### src/rtl/rv32_mem_arbiter.sv
// Fetch/data arbiter onto one shared memory port with at most one transaction outstanding.
// Data normally wins; a fetch waiting through STARVE_LIMIT consecutive data wins is then served.
module rv32_mem_arbiter #(
  parameter int unsigned STARVE_LIMIT = 4
) (
  input  logic        clk_i,
  input  logic        rst_n_i,
  input  logic        if_req_i,
  input  logic [31:0] if_addr_i,
  output logic        if_gnt_o,
  output logic        if_rvalid_o,
  output logic [31:0] if_rdata_o,
  input  logic        d_req_i,
  input  logic [3:0]  d_we_i,
  input  logic [31:0] d_addr_i,
  input  logic [31:0] d_wdata_i,
  output logic        d_gnt_o,
  output logic        d_rvalid_o,
  output logic [31:0] d_rdata_o,
  output logic        mem_req_o,
  output logic [3:0]  mem_we_o,
  output logic [31:0] mem_addr_o,
  output logic [31:0] mem_wdata_o,
  input  logic        mem_gnt_i,
  input  logic        mem_rvalid_i,
  input  logic [31:0] mem_rdata_i,
  output logic        protocol_err_o
);

  localparam int unsigned CW = (STARVE_LIMIT < 1) ? 1 : $clog2(STARVE_LIMIT + 1);
  localparam logic [CW-1:0] CNT_MAX = CW'(STARVE_LIMIT);

  typedef enum logic [1:0] {IDLE = 2'd0, WAIT_GNT = 2'd1, WAIT_RSP = 2'd2} state_t;
  typedef enum logic [1:0] {OWN_NONE = 2'd0, OWN_IF = 2'd1, OWN_D = 2'd2} owner_t;

  typedef struct packed {
    logic [3:0]  we;
    logic [31:0] addr;
    logic [31:0] wdata;
  } mem_cmd_t;

  state_t   state_q, state_d;
  owner_t   owner_q, owner_d;
  logic [CW-1:0] cnt_q, cnt_d;
  logic     req_q, req_d;
  mem_cmd_t cmd_q, cmd_d;
  logic     perr_q, perr_d;

  logic arb, fire_gnt, fire_rsp;
  logic if_pend, d_pend, if_win, d_win;

  always_comb begin
    state_d  = state_q;
    owner_d  = owner_q;
    cnt_d    = cnt_q;
    req_d    = req_q;
    cmd_d    = cmd_q;
    perr_d   = perr_q;
    arb      = 1'b0;
    fire_gnt = 1'b0;
    fire_rsp = 1'b0;

    case (state_q)
      IDLE: begin
        arb = 1'b1;
        if (mem_rvalid_i) perr_d = 1'b1;
      end
      WAIT_GNT: begin
        if (mem_gnt_i) begin
          fire_gnt = 1'b1;
          req_d    = 1'b0;
          state_d  = WAIT_RSP;
          if (mem_rvalid_i) begin
            fire_rsp = 1'b1;
            arb      = 1'b1;
          end
        end else if (mem_rvalid_i) begin
          perr_d = 1'b1;
        end
      end
      WAIT_RSP: begin
        if (mem_rvalid_i) begin
          fire_rsp = 1'b1;
          arb      = 1'b1;
        end
      end
      default: state_d = IDLE;
    endcase

    // A request being granted this very cycle is the current transaction, not a new one.
    if_pend = if_req_i & ~(fire_gnt & (owner_q == OWN_IF));
    d_pend  = d_req_i  & ~(fire_gnt & (owner_q == OWN_D));
    if_win  = arb & if_pend & (~d_pend | (cnt_q == CNT_MAX));
    d_win   = arb & d_pend & ~if_win;

    if (arb) begin
      state_d = IDLE;
      owner_d = OWN_NONE;
      req_d   = 1'b0;
      cnt_d   = '0;
      if (if_win) begin
        state_d     = WAIT_GNT;
        owner_d     = OWN_IF;
        req_d       = 1'b1;
        cmd_d.we    = 4'h0;
        cmd_d.addr  = if_addr_i;
        cmd_d.wdata = 32'h0;
      end else if (d_win) begin
        state_d     = WAIT_GNT;
        owner_d     = OWN_D;
        req_d       = 1'b1;
        cmd_d.we    = d_we_i;
        cmd_d.addr  = d_addr_i;
        cmd_d.wdata = d_wdata_i;
        if (if_pend) cnt_d = (cnt_q == CNT_MAX) ? cnt_q : cnt_q + CW'(1);
      end
    end
  end

  always_ff @(posedge clk_i or negedge rst_n_i) begin
    if (!rst_n_i) begin
      state_q <= IDLE;
      owner_q <= OWN_NONE;
      cnt_q   <= '0;
      req_q   <= 1'b0;
      cmd_q   <= '0;
      perr_q  <= 1'b0;
    end else begin
      state_q <= state_d;
      owner_q <= owner_d;
      cnt_q   <= cnt_d;
      req_q   <= req_d;
      cmd_q   <= cmd_d;
      perr_q  <= perr_d;
    end
  end

  assign if_gnt_o       = fire_gnt & (owner_q == OWN_IF);
  assign d_gnt_o        = fire_gnt & (owner_q == OWN_D);
  assign if_rvalid_o    = fire_rsp & (owner_q == OWN_IF);
  assign d_rvalid_o     = fire_rsp & (owner_q == OWN_D);
  assign if_rdata_o     = if_rvalid_o ? mem_rdata_i : 32'h0;
  assign d_rdata_o      = d_rvalid_o  ? mem_rdata_i : 32'h0;
  assign mem_req_o      = req_q;
  assign mem_we_o       = cmd_q.we;
  assign mem_addr_o     = cmd_q.addr;
  assign mem_wdata_o    = cmd_q.wdata;
  assign protocol_err_o = perr_q;

endmodule
### config.mk
export PLATFORM = sky130hd
export DESIGN_NAME = rv32_mem_arbiter
export DESIGN_NICKNAME = d
export VERILOG_FILES = /design/src/rtl/rv32_mem_arbiter.sv
export SDC_FILE = /design/constraint.sdc
export NUM_CORES = 1
export LEC_CHECK = 0
export ABC_AREA = 0
export BUFFER_PORTS_ARGS = -buffer_cell sky130_fd_sc_hd__buf_4
export CAP_MARGIN = 20
export CORE_AREA = 2 2 106 108
export DETAILED_ROUTE_END_ITERATION = 6
export DIE_AREA = 0 0 108 110
export GPL_TIMING_DRIVEN = 0
export PLACE_DENSITY = 0.71
export SLEW_MARGIN = 15
export SYNTH_ARGS = -nofsm -noshare
export SYNTH_HDL_FRONTEND = slang
export SYNTH_SLANG_ARGS = --single-unit
### constraint.sdc
create_clock -name clk_i -period 2.7 [get_ports clk_i]
set_input_delay 0.675 -clock clk_i [delete_from_list [all_inputs] [get_ports clk_i]]
set_output_delay 0.675 -clock clk_i [all_outputs]
set_load 0.01 [all_outputs]
# Yosys cells after proc, flatten, opt, wreduce, memory -nomap -nowiden
# Cells that the tools add are included.
[totals]
elab_cells = 73
out_inout_bits = 138
memories = 0
in_bits = 138
ff_bits = 77
latchBits = 0
ram_bits = 0
rom_bits = 0
[classes]
eq_ne = 9
shifts = 0
n_reduce_logical = 11
order_cmp = 0
n_mux = 29
mul = 0
div_mod_pow = 0
bitwise = 15
n_addsub = 1
[op_table]
columns = ["operator", "count"]
rows = [
  ["68-bit two-way mux", 2],
  ["32-bit two-way mux", 2],
  ["1-bit two-way mux", 13],
  ["3-bit two-way mux", 4],
  ["1-bit AND", 10],
  ["2-bit AND reduction", 5],
  ["2-bit two-way mux", 4],
  ["2-bit nonzero test", 4],
  ["2-bit by 1-bit equality test with 1-bit output (second input constant)", 2],
  ["2-bit equality test (second input constant)", 2],
  ["4-bit != test (second input constant)", 1],
  ["1-bit NOT", 4],
  ["1-bit case mux with 2 select lines", 2],
  ["2-bit case mux with 2 select lines", 1],
  ["3-bit by 1-bit adder with 3-bit output (second input constant)", 1],
  ["3-bit equality test (second input constant)", 1],
  ["3-bit != test (second input constant)", 1],
  ["1-bit case mux with 3 select lines", 1],
  ["2-bit zero test", 1],
  ["2-bit by 1-bit != test with 1-bit output (second input constant)", 1],
  ["2-bit != test (second input constant)", 1],
  ["2-bit OR reduction", 1],
  ["1-bit bitwise OR", 1],
]

# Longest topological paths before layout
# Gate-level depths: netlist (run 1).
[depth]
ltp_word = 13
depth_mapped = 9

# Worst setup path after synthesis (run 1)
# OpenSTA, ideal clock, no wires.
[synth_timing]
kind = "register to output"
startpoint = "register state_q[1]"
endpoint = "output if_rdata_o[22]"
slack_ps = 228
stages_incl_launch_ff = 8
t_arrival_ps = 1797
path_cell_list = "dfrtp_1 > inv_1 > ha_1 > a21o_1 > nand3_1 > nor3b_1 > clkbuf_1 > and2_1"
[synth_via]
elab_chain_len = 4
[synth_lines]
columns = ["element", "line_no", "text"]
rows = [
  ["start: declaration", "42", "state_t state_q, state_d;"],
  ["start signal: assignment", "129", "state_q <= state_d;"],
  ["2-bit equality test or 2-bit by 1-bit equality test with 1-bit output (tied branches)", "63", "case (state_q)"],
  ["1-bit case mux with 2 select lines (*)", "63", ""],
  ["1-bit AND (*)", "140", "assign if_rvalid_o = fire_rsp & (owner_q == OWN_IF);"],
  ["named net if_rvalid_o", "11", "output logic if_rvalid_o,"],
  ["32-bit two-way mux (*)", "142", "assign if_rdata_o = if_rvalid_o ? mem_rdata_i : 32'h0;"],
  ["end: declaration", "12", "output logic [31:0] if_rdata_o,"],
]
# Mark *: on every way through the listed nets, which the timed path passes. The rest lies on a longest branch.

# Worst setup path after layout (run 1)
[layout_timing]
startpoint = "register state_q[0]"
endpoint = "output d_rdata_o[24]"
[layout_via]
elab_chain_len = 4
[layout_lines]
columns = ["element", "line_no", "text"]
rows = [
  ["2-bit equality test or 2-bit by 1-bit equality test with 1-bit output (tied branches)", "63", ""],
  ["1-bit case mux with 2 select lines (*)", "63", ""],
  ["1-bit AND (*)", "141", "assign d_rvalid_o = fire_rsp & (owner_q == OWN_D);"],
  ["32-bit two-way mux (*)", "143", "assign d_rdata_o = d_rvalid_o ? mem_rdata_i : 32'h0;"],
  ["end: declaration", "19", "output logic [31:0] d_rdata_o,"],
]
# Every way passes the cells marked *; elsewhere a longest branch is shown, timed or not.

==> metrics.cfg, run 1 <==
[synthesis]
synthCells=340
syn-cell-area_sq_mm=0.00383
synth_top_flop_cell=dfrtp_1
synthTopCellsByArea=dfrtp_1 (50%), and2_1 (11%), a22o_1 (8.7%)
avgSynthCellArea_sq_um=11.3
async_flop_share_pct=100
ys_types=39
synth_seq_area_share_pct=50.4
synth.largest_area_cell=dfrtp_1
ys_ff_latch=77
synthTopCellsByCount=dfrtp_1 (77), and2_1 (65), a22o_1 (38)
synth-edff-count=0
yosysMostFrequentCell=dfrtp_1
yosysTopAreaCellShare_pct=50.4
ys.warnings.count=0
synth_nets=484

[grt]
use_met1_pct=26.9
grt_pass1_wl_mm=21.5
grt_util_all_layers_pct=23.8
grt_max_degree=78
met2_usage_pct=43.5
antenna_found_initial=0
grt.busiest_layer=met2
grt-ovfl-total=0
use_met3_pct=6.35
first_global_vias=4144

[worst_setup_path]
cp_slowest_stage_delay_ns=0.45
crit_family=buffers and inverters
end_kind=output pin
worstPathArrival_ns=2.05
crit_path_start_kind=flip-flop
crit_type=flip-flop to output pin
cp_max_fo=10
cp.buffers_inverters=4
crit_slowest_cell=dfrtp_2
worst-endpoint-required_ns=2.03
cp_cell_sequence=inv_4, ha_4, a21o_1, nand3_4, nor3b_4, buf_6, clkbuf_8, and2_1, buf_4

[floorplanning]
ios=276
die_h_microns=110
coreArea_sq_mm=0.0107
placementRows=38
die_w_microns=108
die_area_sq_mm=0.0119
initial_core_util_pct=35.8

[sta]
hold_viol=0
timing.final.ws_setup_ns=-0.0242
holdWs_ns=0.442
clock_skew_ns=0.0104
final_max_slew_viol_count=0
setup_violations=2
rsz0062_at_grt=yes
fmax_ghz=0.367
tightest_slew_ns=0.988
relSlewSlack_pct=34.1
period_share_pct=101
fin_crit_ns=2.72

[clock_tree]
worstSkewPairLatency_ns=0.35
numClockSinks=77
cts_made_buffers=9
cts_tree=built
cts_hold_buf=0
clk_pin_slew_ns=0.08
cts-root-buf=clkbuf_8
h-tree-depth=3
clockBufferDepth=2

[drt]
avgViaCountPerCell=5.16
ant_nets=0
num_vias=4038
drc=0
routedWlPerCell_microns=18.9
drt-total-wl_mm=14.8
drt_iter0_drc=323
firstDrtPassIters=5

[layout]
utilization_pct=62.1
n_fill_cell=877
drive_above_1_share_pct=55.0
diodes=0
multi_input_area_sq_mm=0.00182
final_cell_area_sq_mm=0.00664
fin_cells=782
fin_nets=782
seqCellArea_sq_mm=0.00193
syn_to_final_growth_pct=73.6

[place]
dpl_cell_area_sq_mm=0.00607
place.gp.congestion=0.817
numPortBuffers=275
dp.cells=755
post-dp-hpwl_mm=10.9

[power]
power_density_mw_per_mm2=926
p_leak_nw=3.39
totalPowerFinal_mw=6.15
peakVddDrop_v=0.000466

[run]
drv_cap=0

[outcome]
violations=setup timing
status=finished with violations

[hold_path]
hold_class=input pin to asynchronous set/reset pin

-- cell usage in the layout (no fill, tap or decap), types with 2 or more instances in the layout --
master     netlist  layout
and2_4           0      18
a31oi_1          7       7
buf_6            7      28
a22o_1          38      38
o31ai_1          8       8
buf_4            0     264
and2_1          65      47
inv_1            4       2
a21o_1           3       3
clkbuf_8         0      13
a21oi_1          8       8
bufinv_16        0       2
nor3_1           4       4
clkinv_1         2       2
a221o_1         25      25
nand2b_1         2       2
a21boi_1        24      24
ha_1             6       3
dfrtp_1         77      76
ha_4             0       3
nand4_1          7       7
inv_2            1       2
nor2_1           3       3
nor3b_4          0       2
clkbuf_1        18      13
nor2b_1          2       2
nand2_1          4       4
nand3_1          3       2
buf_8            0       4
buf_2            4       4
-- sequential cells by signal, indices dropped and copies added (netlist names) --
name,flops
mem_addr_o,32
mem_wdata_o,32
mem_we_o,4
cnt_q,3
owner_q,2
state_q,2
mem_req_o,1
protocol_err_o,1
-- metrics by stage --
step | setup TNS [ns] | worst slack [ns]
floorplan | 0 | 0.228
global placement | -8.33 | -0.197
detailed placement | -9.54 | -0.231
CTS | -0.00902 | -0.00295
global route | -3.38 | -0.0975
finish | -0.0280 | -0.0242
-- where the power goes --
group	total (mW)	switching, mW	internal, mW	leakage [nW]
sequential	1.97	0.309	1.66	0.960
combinational	3.22	1.56	1.67	2.33
clock	0.961	0.421	0.540	0.105
total	6.15	2.29	3.87	3.39
-- final timing paths --
check                               start               to  slack [ns]  cells past startpoint
max reg2reg                    state_q[0]   mem_wdata_o[2]        0.25                      9
max                            state_q[0]    d_rdata_o[24]       -0.02                      9
min in group clk_i         protocol_err_o   protocol_err_o        0.48                      1
min                               rst_n_i   protocol_err_o        0.44                      1
min reg2reg                protocol_err_o   protocol_err_o        0.48                      1
max in group asynchronous         rst_n_i  mem_wdata_o[28]        1.57                      1
-- area by class of cell --
cell class / instances / area share [%]
Timing Repair Buffer: 287 / 33.7
Sequential cell: 77 / 29.0
Multi-Input combinational cell: 225 / 27.3
Buffer: 31 / 3.60
Tap cell: 140 / 2.64
Clock buffer: 11 / 2.13
Clock inverter: 4 / 1.09
Inverter: 7 / 0.433
-- metal layers --
metal	part of all wire (%)	vias up	wire length [microns]
li1	-	1865	-
met1	37	1937	5490
met2	52	213	7750
met3	8.5	23	1250
met4	1.9	0	288
met5	0	-	0
-- repair_timing --
item / in CTS / in global routing
buffers inserted: 7 / 3
setup endpoints to repair: 66 / 69
pin swaps: 3 / 15
gates resized for setup: 40 / 38
gates cloned: 2 / 0
-- cells by family after synthesis --
| group | share of synthesized area [%] |
|---|---|
| compound gates | 25.7 |
| fa+ha+maj | 1.96 |
| buf+inv | 5.23 |
| flops | 50.4 |
| mux | 0.294 |
| simple gates | 16.4 |
(Power assumes the default switching activity.)
==> run 2, diff against run 1 <==
--- a/config.mk
+++ b/config.mk
@@ -8,11 +8,13 @@
 export ABC_AREA = 0
 export BUFFER_PORTS_ARGS = -buffer_cell sky130_fd_sc_hd__buf_4
 export CAP_MARGIN = 20
-export CORE_AREA = 2 2 106 108
+export CELL_PAD_IN_SITES_DETAIL_PLACEMENT = 1
+export CELL_PAD_IN_SITES_GLOBAL_PLACEMENT = 1
+export CORE_AREA = 2 2 118 120
 export DETAILED_ROUTE_END_ITERATION = 6
-export DIE_AREA = 0 0 108 110
+export DIE_AREA = 0 0 120 122
 export GPL_TIMING_DRIVEN = 0
-export PLACE_DENSITY = 0.71
+export PLACE_DENSITY = 0.78
 export SLEW_MARGIN = 15
 export SYNTH_ARGS = -nofsm -noshare
 export SYNTH_HDL_FRONTEND = slang
==> metrics.cfg, run 2 (synthesized netlist as in run 1, its figures left out) <==
[outcome]
status=finished with violations  ; unchanged
violations=setup timing  ; unchanged

[clock_tree]
cts-root-buf=clkbuf_16  ; was clkbuf_8
cts_made_buffers=9  ; unchanged
clockBufferDepth=2  ; unchanged
numClockSinks=77  ; unchanged
clk_pin_slew_ns=0.06  ; was 0.08 ns
worstSkewPairLatency_ns=0.34  ; was 0.35 ns
cts_tree=built  ; unchanged
h-tree-depth=3  ; unchanged

[grt]
grt-ovfl-total=0  ; unchanged
grt_max_degree=78  ; unchanged
antenna_found_initial=0  ; unchanged
first_global_vias=4433  ; was 4,144
grt_pass1_wl_mm=23.6  ; was 21.5 mm
grt_util_all_layers_pct=21.0  ; was 23.8%

[layout]
n_fill_cell=1485  ; was 877
fin_cells=827  ; was 782
drive_above_1_share_pct=55.6  ; was 55.0%
final_cell_mix=buf_4 (268), dfrtp_1 (76), and2_1 (47)  ; was buf_4 (264), dfrtp_1 (76), and2_1 (47)
diodes=0  ; unchanged
fin_nets=786  ; was 782
layout_commonest_cell=buf_4  ; unchanged
syn_to_final_growth_pct=80.1  ; was 73.6%

[sta]
fmax_ghz=0.370  ; was 0.367 GHz
relSlewSlack_pct=48.4  ; was 34.1%
period_share_pct=100  ; was 101%
clock_skew_ns=0.00600  ; was 0.0104 ns
setup_violations=1  ; was 2
hold_viol=0  ; unchanged
fin_crit_ns=2.70  ; was 2.72 ns
tightest_slew_ns=0.768  ; was 0.988 ns
tns_ns=-0.00473  ; was -0.0280 ns
timing.final.ws_setup_ns=-0.00473  ; was -0.0242 ns
final_max_slew_viol_count=0  ; unchanged
rsz0062_at_grt=yes  ; unchanged

[worst_setup_path]
worstPathArrival_ns=2.03  ; was 2.05 ns
worstRegToRegCells=11  ; was 9
cp_max_fo=7  ; was 10
r2r-end=mem_addr_o[17]  ; was mem_wdata_o[2]
crit_type=flip-flop to output pin  ; unchanged
worst-endpoint-required_ns=2.03  ; about the same
end_kind=output pin  ; unchanged
regToRegSetupSlack_ns=0.15  ; was 0.25 ns
r2r-start=state_q[0]  ; unchanged
crit_path_start_kind=flip-flop  ; unchanged

[drt]
drt-total-wl_mm=16.0  ; was 14.8 mm
drc=0  ; unchanged
firstDrtPassIters=4  ; was 5
drt_iter0_drc=173  ; was 323
routedWlPerCell_microns=19.4  ; was 18.9 microns
avgViaCountPerCell=4.98  ; was 5.16
ant_nets=0  ; unchanged
num_vias=4122  ; was 4,038

[floorplanning]
coreArea_sq_mm=0.0135  ; was 0.0107 sq mm
initial_core_util_pct=28.3  ; was 35.8%
die_w_microns=120  ; was 108 microns
die_h_microns=122  ; was 110 microns
placementRows=43  ; was 38
ios=276  ; unchanged
die_area_sq_mm=0.0146  ; was 0.0119 sq mm

[power]
peakVddDrop_v=0.000322  ; was 0.000466 V
p_leak_nw=3.48  ; was 3.39 nW
totalPowerFinal_mw=6.72  ; was 6.15 mW
power_density_mw_per_mm2=975  ; was 926 mW/mm^2

[hold_path]
hold_class=input pin to asynchronous set/reset pin  ; unchanged

[run]
drv_cap=0  ; unchanged

[place]
place.gp.congestion=0.785  ; was 0.817
post-place-ws_ns=-0.315  ; was -0.231 ns
numPortBuffers=275  ; unchanged
post-dp-hpwl_mm=11.9  ; was 10.9 mm
dp.cells=795  ; was 755

-- run 2: cell count changes in the layout (fill, tap and decap cells not counted), sizes merged --
| cell | change |
|---|---|
| buf | +7 |
| clkbuf | -5 |
| inv | +2 |
| bufinv | +1 |
| clkinv | +1 |
| clkinvlp | -1 |
-- run 2: what timing repair did --
action,4_1_cts,5_1_grt
setup endpoints to repair,74,90
hold endpoints to repair,0,0
buffers inserted,8,5
pin swaps,4,20
gates cloned,2,0
gates resized for setup,33,51
hold buffers,0,0
-- run 2: where the power goes --
part           total, mW  switching (mW)  leakage [nW]  internal, mW
logic               3.34            1.64          2.36          1.71
registers           1.97           0.306         0.959          1.66
clock network       1.41           0.496         0.170         0.909
total               6.72            2.44          3.48          4.28
-- run 2: final cells by class --
type	count	area, sq um	area share, %
plain buffers	31	244	3.54
clock buffers	9	225	3.27
clock inverters	7	121	1.76
inverters	7	26.3	0.381
multi-input cells	225	1830	26.6
flip-flops and latches	77	1930	28.0
well taps	180	225	3.27
repair buffers	291	2290	33.2
-- run 2: worst max path at each step --
stage | start | end | slack, ns | cells past startpoint
2_1_floorplan | state_q[1] | if_rdata_o[22] | 0.23 | 7
3_3_place_gp | mem_gnt_i | if_rdata_o[2] | -0.29 | 7
3_5_place_dp | state_q[1] | if_rdata_o[2] | -0.31 | 8
4_1_cts | state_q[1] | d_rdata_o[19] | -0.01 | 8
5_1_grt | state_q[0] | if_rdata_o[29] | -0.13 | 9
6_report | state_q[0] | if_rdata_o[7] | -0.005 | 9
-- run 2: metal layers --
metal  track usage (%)  wire (microns)  part of all wire [%]  vias up
met2              37.9            8270                    52      210
met4              6.84             269                   1.7        0
li1                  -               -                     -     1869
met3              6.32            1430                   8.9       21
met1              23.6            6060                    38     2022
met5                 0               0                     0        -
-- run 2: metrics by stage --
stage	utilization, %	hold slack [ns]	area, sq um
5_1_grt	51.0	0.253	6890
3_5_place_dp	45.3	0.457	6120
2_1_floorplan	-	0.379	3830
6_report	51.0	0.237	6890
4_1_cts	49.3	0.476	6660
3_3_place_gp	45.3	0.455	6120
-- run 2: worst max-delay path, cell delays in order (launching register included) --
cell and delay, ns:
dfrtp_1 0.43, buf_6 0.13, ha_4 0.13, a21o_1 0.14, nand3_4 0.10, nor3b_4 0.20, buf_6 0.16, buf_4 0.13
and2_1 0.14, buf_4 0.12
==> run 3, diff against run 2 <==
--- a/config.mk
+++ b/config.mk
@@ -10,11 +10,12 @@
 export CAP_MARGIN = 20
 export CELL_PAD_IN_SITES_DETAIL_PLACEMENT = 1
 export CELL_PAD_IN_SITES_GLOBAL_PLACEMENT = 1
-export CORE_AREA = 2 2 118 120
+export CORE_AREA = 2 2 116 118
+export CTS_BUF_LIST = sky130_fd_sc_hd__clkbuf_8
 export DETAILED_ROUTE_END_ITERATION = 6
-export DIE_AREA = 0 0 120 122
+export DIE_AREA = 0 0 118 120
 export GPL_TIMING_DRIVEN = 0
-export PLACE_DENSITY = 0.78
+export PLACE_DENSITY = 0.81
 export SLEW_MARGIN = 15
 export SYNTH_ARGS = -nofsm -noshare
 export SYNTH_HDL_FRONTEND = slang
==> metrics.cfg, run 3 (synthesized netlist as in run 1, its figures left out) <==
[outcome]
status=finished with violations  ; unchanged
violations=setup timing  ; unchanged

[clock_tree]
cts_hold_buf=0  ; unchanged
h-tree-depth=3  ; unchanged
clockBufferDepth=2  ; unchanged
cts_tree=built  ; unchanged
cts-root-buf=clkbuf_8  ; was clkbuf_16
clk_pin_slew_ns=0.08  ; was 0.06 ns
numClockSinks=77  ; unchanged
cts_made_buffers=9  ; unchanged
worstSkewPairLatency_ns=0.35  ; was 0.34 ns

[worst_setup_path]
crit_end=d_rdata_o[5]  ; was if_rdata_o[7]
worst-endpoint-required_ns=2.03  ; about the same
cp_slowest_stage_delay_ns=0.47  ; was 0.43 ns
crit_type=flip-flop to output pin  ; unchanged
end_kind=output pin  ; unchanged
r2r-end=mem_wdata_o[1]  ; was mem_addr_o[17]
r2r-start=state_q[1]  ; was state_q[0]
critPathLaunch=state_q[0]  ; unchanged
cp_max_fo=10  ; was 7
crit_path_start_kind=flip-flop  ; unchanged
crit_slowest_cell=dfrtp_2  ; was dfrtp_1
worstPathArrival_ns=2.08  ; was 2.03 ns
regToRegSetupSlack_ns=0.17  ; was 0.15 ns
cp_cell_sequence=inv_4, ha_4, a21o_1, nand3_4, nor3b_4, buf_6, buf_8, and2_1, buf_4  ; was buf_6, ha_4, a21o_1, nand3_4, nor3b_4, buf_6, buf_4, and2_1, buf_4
worstRegToRegCells=10  ; was 11

[grt]
grt_max_degree=78  ; unchanged
grt-ovfl-total=0  ; unchanged
antenna_found_initial=3  ; was 0
first_global_vias=4557  ; was 4,433
grt_pass1_wl_mm=25.5  ; was 23.6 mm
grt_util_all_layers_pct=23.3  ; was 21.0%

[sta]
timing.final.ws_setup_ns=-0.0576  ; was -0.00473 ns
relSlewSlack_pct=66.0  ; was 48.4%
hold_viol=0  ; unchanged
tightest_slew_ns=0.510  ; was 0.768 ns
fin_crit_ns=2.76  ; was 2.70 ns
fmax_ghz=0.363  ; was 0.370 GHz
holdWs_ns=0.211  ; was 0.237 ns
period_share_pct=102  ; was 100%
rsz0062_at_grt=yes  ; unchanged
clock_skew_ns=0.0143  ; was 0.00600 ns
final_max_slew_viol_count=0  ; unchanged
setup_violations=51  ; was 1

[drt]
drt_iter0_drc=200  ; was 173
num_vias=4208  ; was 4,122
drt-total-wl_mm=17.9  ; was 16.0 mm
ant_nets=0  ; unchanged
drc=0  ; unchanged
avgViaCountPerCell=5.10  ; was 4.98
routedWlPerCell_microns=21.7  ; was 19.4 microns
firstDrtPassIters=4  ; unchanged

[layout]
drive_above_1_share_pct=60.8  ; was 55.6%
syn_to_final_growth_pct=81.7  ; was 80.1%
utilization_pct=53.6  ; was 51.0%
final_cell_mix=buf_4 (229), dfrtp_1 (76), buf_6 (66)  ; was buf_4 (268), dfrtp_1 (76), and2_1 (47)
multi_input_area_sq_mm=0.00192  ; was 0.00183 sq mm
fin_cells=825  ; was 827
seqCellArea_sq_mm=0.00193  ; unchanged
fin_nets=786  ; unchanged
layout_commonest_cell=buf_4  ; unchanged
n_fill_cell=1417  ; was 1,485

[floorplanning]
initial_core_util_pct=29.5  ; was 28.3%
die_area_sq_mm=0.0142  ; was 0.0146 sq mm
coreArea_sq_mm=0.0130  ; was 0.0135 sq mm
placementRows=42  ; was 43
die_w_microns=118  ; was 120 microns
die_h_microns=120  ; was 122 microns
ios=276  ; unchanged

[power]
power_density_mw_per_mm2=877  ; was 975 mW/mm^2
peakVddDrop_v=0.000283  ; was 0.000322 V
p_leak_nw=3.48  ; about the same

[place]
dp.cells=791  ; was 795
place.gp.congestion=0.848  ; was 0.785
numPortBuffers=275  ; unchanged
post-dp-hpwl_mm=12.8  ; was 11.9 mm

[hold_path]
hold_class=input pin to asynchronous set/reset pin  ; unchanged

[run]
drv_cap=0  ; unchanged

run 3: cell types whose count changed in the layout (fill, tap and decap cells not counted), sizes merged:
cell / delta
inv: -1
bufinv: -3
clkinvlp: +1
clkinv: +2
diode: +3
run 3: worst min-delay path by stage:
stage,from,end,slack (ns),cells after the start
global placement,protocol_err_o,protocol_err_o,0.45,1
CTS,protocol_err_o,protocol_err_o,0.48,1
floorplan,rst_n_i,cnt_q[0],0.38,0
finish,rst_n_i,mem_req_o,0.21,1
global route,rst_n_i,mem_wdata_o[11],0.22,1
detailed placement,protocol_err_o,protocol_err_o,0.46,1
run 3: critical path: cells and delay by family (launching register included):
kind	cells	cell delay, ns
buffers and inverters	4	0.54
adder cells (fa/ha/maj)	1	0.13
AO/OA/AOI/OAI	1	0.13
AND/OR/NAND/NOR	3	0.46
flip-flops	1	0.47
run 3: repair_timing:
action | 4_1_cts | 5_1_grt
endpoints found under the setup margin | 74 | 71
gates resized for setup | 74 | 87
pin swaps | 21 | 34
setup buffers | 6 | 4
gates cloned | 5 | 1
run 3: area by class of cell:
cell class	count	share of cell area, %
Tap cell	176	3.17
Buffer	30	3.47
Multi-Input combinational cell	225	27.6
Sequential cell	77	27.7
Inverter	7	0.414
Timing Repair Buffer	292	35.2
Clock inverter	6	0.576
Clock buffer	9	1.78
Antenna cell	3	0.108
run 3: metal layers:
| layer | up-vias | wire, microns | GRT usage [%] |
|---|---|---|---|
| met5 | - | 0 | 0 |
| met4 | 0 | 408 | 7.45 |
| met3 | 24 | 1360 | 5.89 |
| met2 | 212 | 9780 | 45.1 |
| met1 | 2101 | 6350 | 24.6 |
| li1 | 1871 | - | - |
run 3: power by group:
part           leakage [nW]  switching, mW  internal (mW)
Clock                0.0853          0.434          0.328
Combinational          2.43           1.65           1.71
Sequential            0.960          0.315           1.66
run 3: per-stage QoR:
step / setup TNS (ns) / power, mW / cell area [sq um] / setup WS, ns
after floorplan: 0 / 3.61 / 3830 / 0.228
after global placement: -8.93 / 4.98 / 6110 / -0.272
after detailed placement: -13.04 / 5.11 / 6110 / -0.321
after CTS: -1.06 / 6.04 / 6620 / -0.0502
after global routing: -6.22 / 6.48 / 6950 / -0.132
final: -1.48 / 6.10 / 6950 / -0.0576
